## src/rtl/instr_mem_responder.sv

```systemverilog
// Instruction memory responder: loads a program from a streaming loader,
// then serves combinational fetches to a core, stalling it on a halt word
// and restarting it from address 0 on a start pulse.
module instr_mem_responder #(
  parameter int              DEPTH   = 256,
  parameter int              IW      = 9,
  parameter logic [IW-1:0]   HALT_OP = 9'h1FF,
  parameter logic [IW-1:0]   NOP_OP  = 9'h000
) (
  input  logic              clk,
  input  logic              reset,
  input  logic              load_valid,
  input  logic [IW-1:0]     load_data,
  input  logic              load_last,
  output logic              load_ready,
  input  logic              start,
  input  logic [15:0]       core,
  output logic [IW-1:0]     instr,
  output logic              cpu_rst,
  output logic              halt,
  output logic              addr_err,
  output logic [$clog2(DEPTH):0] load_count
);

  localparam int AW = $clog2(DEPTH);

  typedef enum logic [1:0] {
    LOAD   = 2'd0,
    RUN    = 2'd1,
    HALTED = 2'd2
  } state_t;

  state_t          state_q, state_d;
  logic [AW-1:0]   wr_ptr_q;
  logic [AW:0]     load_count_q;
  logic            rst_pulse_q;
  logic            accept;
  logic            start_accept;
  logic            in_range;
  logic [IW-1:0]   rd_word;

  // NOTE: the array is not reset; its contents must survive reset so a
  // restarted program sees the last loaded image. It starts out holding
  // NOP_OP so unwritten locations fetch as no-ops.
  logic [IW-1:0]   mem [DEPTH] = '{default: NOP_OP};

  // Fetch path: any address above the array reads as a no-op.
  always_comb begin
    in_range = (core[15:AW] == '0);
    rd_word  = mem[core[AW-1:0]];
    instr    = in_range ? rd_word : NOP_OP;
  end

  // Next-state and handshake decode; defaults first so nothing latches.
  always_comb begin
    state_d      = state_q;
    load_ready   = 1'b0;
    accept       = 1'b0;
    start_accept = 1'b0;
    case (state_q)
      LOAD: begin
        load_ready = 1'b1;
        if (load_valid) begin
          accept = 1'b1;
          // The final array slot is an implicit last word.
          if (load_last || (wr_ptr_q == AW'(DEPTH - 1))) begin
            state_d = RUN;
          end
        end
      end
      RUN: begin
        // Start is ignored here, including when it coincides with a halt word.
        if (instr == HALT_OP) begin
          state_d = HALTED;
        end
      end
      HALTED: begin
        if (start) begin
          state_d      = RUN;
          start_accept = 1'b1;
        end
      end
      default: state_d = LOAD;
    endcase
  end

  // Core-facing status: halt is combinational so the fetch stage stalls in
  // the same cycle the halt word is on instr.
  always_comb begin
    halt     = (state_q == HALTED) || ((state_q == RUN) && (instr == HALT_OP));
    addr_err = (state_q == RUN) && !in_range;
    cpu_rst  = (state_q == LOAD) || rst_pulse_q;
  end

  assign load_count = load_count_q;

  // Control state: FSM, write pointer, saturating load counter, restart pulse.
  // NOTE: sequential state uses non-blocking assignments so every register
  // samples the pre-edge values regardless of statement order.
  always_ff @(posedge clk) begin
    if (reset) begin
      state_q      <= LOAD;
      wr_ptr_q     <= '0;
      load_count_q <= '0;
      rst_pulse_q  <= 1'b0;
    end else begin
      state_q     <= state_d;
      rst_pulse_q <= start_accept;
      if (accept) begin
        wr_ptr_q <= wr_ptr_q + 1'b1;
        if (load_count_q != (AW + 1)'(DEPTH)) begin
          load_count_q <= load_count_q + 1'b1;
        end
      end
    end
  end

  // Program store write port; reset blocks a write offered in the same cycle.
  always_ff @(posedge clk) begin
    if (accept && !reset) begin
      mem[wr_ptr_q] <= load_data;
    end
  end

endmodule
```

## config.mk

```make
export PLATFORM = sky130hd
export DESIGN_NAME = instr_mem_responder
export DESIGN_NICKNAME = d
export VERILOG_FILES = /design/src/rtl/instr_mem_responder.sv
export SDC_FILE = /design/constraint.sdc
export NUM_CORES = 2
export LEC_CHECK = 0
export CAP_MARGIN = 20
export CORE_MARGIN = 5
export CORE_UTILIZATION = 43
export CTS_CLUSTER_DIAMETER = 60
export CTS_CLUSTER_SIZE = 40
export DETAILED_ROUTE_END_ITERATION = 12
export PLACE_DENSITY_LB_ADDON = 0.05
export SLEW_MARGIN = 25
export SYNTH_ARGS = -nofsm -noshare
export SYNTH_HDL_FRONTEND = slang
export SYNTH_SLANG_ARGS = --single-unit
```

## constraint.sdc

```tcl
create_clock -name clk -period 6.1 [get_ports clk]
set_input_delay 1.83 -clock clk [delete_from_list [all_inputs] [get_ports clk]]
set_output_delay 1.83 -clock clk [all_outputs]
set_load 0.01 [all_outputs]
```

==> impl_metrics.ini <==
[detailed_routing]
average_wire_length_per_cell_after_detail_routing_um = 35.5
total_iterations_of_the_first_detailed_routing_run = 6
detail_route.vias_per_cell = 5.94
drtAntennaViolNets = 0
finalWirelength_mm = 289
dr_drc_count = 0
drt_first_iter_violations = 5719
route.vias.total = 48300

[layout]
fin_nets = 5194
final_layout_size_suffix_gt1_share_pct = 34.6
most-common-layout-cells = 2,304 x edfxtp_1, 735 x buf_4, 439 x mux4_2
post_layout_nonfiller_instances = 8126
area.growth.synth_to_final_pct = 18.8
mostFrequentLayoutCell = edfxtp_1
layout.core_utilization_pct = 51.4
num-fill-cells = 17000
design_area_mm2 = 0.109

[synthesis]
share_of_flip_flops_with_an_asynchronous_set_or_reset_after_synthesis_pct = 0
netlist.area_leader.share_pct = 75.3
synthSimpleGateAreaFrac_pct = 3.11
muxShareOfSynthArea_pct = 16.1
syn_avg_cell_area_um2 = 21.3
synth_area_in_adders_pct = 0.0817
post_synthesis_compound_gate_area_fraction_pct = 2.52
largest_family_of_logic_cells_by_synthesized_area = multiplexers
yosysWarnings = 0
ys_ff_latch = 2324
synthTopCellsByArea = edfxtp_1 75%, mux4_2 10%, mux4_1 4.3%
synth-seq-area-share_pct = 75.7
synthFlopType = edfxtp_1
synth-edff-count = 2304
synth_nets = 4345
syn_inst = 4309
synthDominantAreaCellType = edfxtp_1
mappedNetlistArea_mm2 = 0.0919
netlist-cell-type-count = 83
synth_xor_xnor_area_share_pct = 0.124

[run_status]
run_status = finished, violations left
failed_checks = negative setup slack

[place]
routabilityCongestion = 0.899
post-dp-hpwl_mm = 190
port_buffers = 51
placed_cells = 7744
dpl_worst_slack_ps = -2440
placed_cell_area_mm2 = 0.101

[pwr]
pwr_density_cell_mw_per_mm2 = 293
worst_case_vdd_ir_drop_uv = 313
static_power_due_to_leakage_nw = 35.8
fin_total_pwr_mw = 32.1

[floorplan]
die_width_um = 472
die_h_um = 472
coreArea_mm2 = 0.213
standard_cell_rows = 169
die-area_mm2 = 0.223
count_of_boundary_i_o_pins = 52
initial_core_util_pct = 43.3

[grt]
vias_in_the_first_global_route = 47800
grt_first_pass_wirelength_mm = 399
overall_track_demand_over_capacity_in_global_routing_pct = 25.7
grt.overflow.total = 0
grt_max_degree = 201
grt_antenna_before_repair = 12

[min_path]
worstHoldPathCells = 2
hold_path_class = flop to flop
timing.hold.worst_endpoint = load_count[7]
hold_path.startpoint = load_count[7]

[timing]
final_period_util_pct = 121
holdWs_ps = 538
timing.final.hold_violations = 0
relSlewSlack_pct = 27.7
timing.final.crit_period_ps = 7370
worst-slew-pin-transition_ps = 1080
final.setup_skew_ps = 46.8
timing.final.setup_violations = 10
worst_slack_ps = -1270
grt_setup_unrepaired = yes
totalNegativeSetupSlack_ps = -8140
timing.final.max_slew_violations = 0
max_freq_mhz = 136

[worst_setup_path]
cp_cell_sequence = buf_16, buf_12, buf_12, buf_12, buf_12, buf_8, mux4_2, nand2_4, a22oi_2, a221oi_4, or4_4, nor3_4, nand4_1, buf_12, o21ai_4, buf_6
data_required_time_at_the_worst_endpoint_ps = 4270
capture_point_of_the_worst_reg_to_reg_path = state_q[0]
cp_slowest_stage_delay_ps = 600
worstSetupEndpointType = output port
critical-path-top-cell-by-count = buf_12
setup.reg_to_reg.worst_slack_ps = 2550
reg2reg_from = mem[237][1]
reg2regPathDepth = 10
worst_setup_path_start_kind = primary input
setup.worst_path.class = primary input to output port
crit_path_max_fanout = 6
critical_path.slowest_cell = or4_4
cp.arrival_ps = 5540

[cts]
numCtsBuffers = 167
root_buffer = clkbuf_16
cts.clk_slew.worst_paths_ps = 80
cts_sinks = 2324
ctsHoldBuffers = 0
clock_tree.htree_level_count = 4
tritoncts = built
cts.path.max_buffers = 3
clk-insertion-delay-late_ps = 850

[job]
number_of_maximum_capacitance_violations = 0
final cells by class:
cell class,instances,area (um^2),share of cell area (%)
clock buffer,173,4290,3.92
tap,2821,3530,3.23
antenna,4,10.0,0.00916
clock inverter,139,1740,1.59
multi-input combinational,1712,21000,19.2
inverter,15,68.8,0.0630
sequential,2324,69600,63.7
timing repair buffer,938,9010,8.25
cells in the mapped netlist (8+ instances only):
library cell,instances
buf_12,17
mux2_2,28
buf_2,46
nor4_1,9
o311ai_0,9
nor3_1,60
a22o_1,10
inv_1,12
mux2i_1,129
buf_4,31
a211oi_1,13
nand4_1,14
dfxtp_1,20
o22ai_1,35
nand3_1,38
nand2_1,154
clkbuf_8,16
nor2b_1,20
a2111oi_0,8
or2_2,8
mux4_2,410
o221ai_1,20
o21ai_0,27
buf_8,17
buf_6,39
and3_1,12
xor2_1,11
clkbuf_1,78
nand2b_1,8
a221oi_1,9
a22oi_1,63
and2_1,13
buf_1,11
a31oi_1,17
a21oi_1,64
mux4_1,152
edfxtp_1,2304
nor2_1,283
flip-flops by register name, indices dropped and copies added (netlist names):
| signal | count |
|---|---|
| load_count | 9 |
| mem | 2304 |
| rst_pulse_q | 1 |
| state_q | 2 |
| wr_ptr_q | 8 |
worst max-delay path: cells and delay by family:
family | cells | cell delay [ps]
compound gates | 3 | 530
buf+inv | 8 | 1290
mux | 1 | 390
simple gates | 4 | 1420
repair_timing:
| item | in CTS | in global routing |
|---|---|---|
| buffers inserted | 41 | 30 |
| gates cloned | 7 | 3 |
| gates resized for setup | 229 | 97 |
| pin swaps | 44 | 40 |
| setup endpoints to repair | 10 | 10 |
worst max-delay path by stage:
stage | from | to | cells after the start
final | core[0] | halt | 16
after global routing | core[0] | halt | 17
after CTS | core[0] | halt | 17
after detailed placement | core[0] | halt | 15
after global placement | core[0] | halt | 14
after floorplan | core[0] | halt | 11
report_power, final:
group	internal, mW	total, mW	switching (mW)	leakage [nW]
Combinational	0.912	2.24	1.32	12.1
Clock	5.99	12.3	6.30	2.91
Sequential	17.5	17.5	0.00769	20.9
Total	24.4	32.1	7.63	35.8
per-layer routing:
| layer | track usage (%) | part of all wire [%] |
|---|---|---|
| met5 | 0 | 0.0031 |
| met4 | 6.69 | 2.9 |
| met3 | 3.68 | 6.3 |
| met2 | 41.0 | 48 |
| met1 | 37.5 | 43 |
kinds of logic after synthesis:
| logic type | Yosys count |
|---|---|
| muxes | 719 |
| buffers and inverters | 273 |
| adders and majority gates | 6 |
| xor gates and xnor gates | 13 |
| AOI/OAI and AO/OA | 329 |
| DFF | 2324 |
| and+or+nand+nor | 645 |
Note: power is estimated with default switching activity, not from simulation.
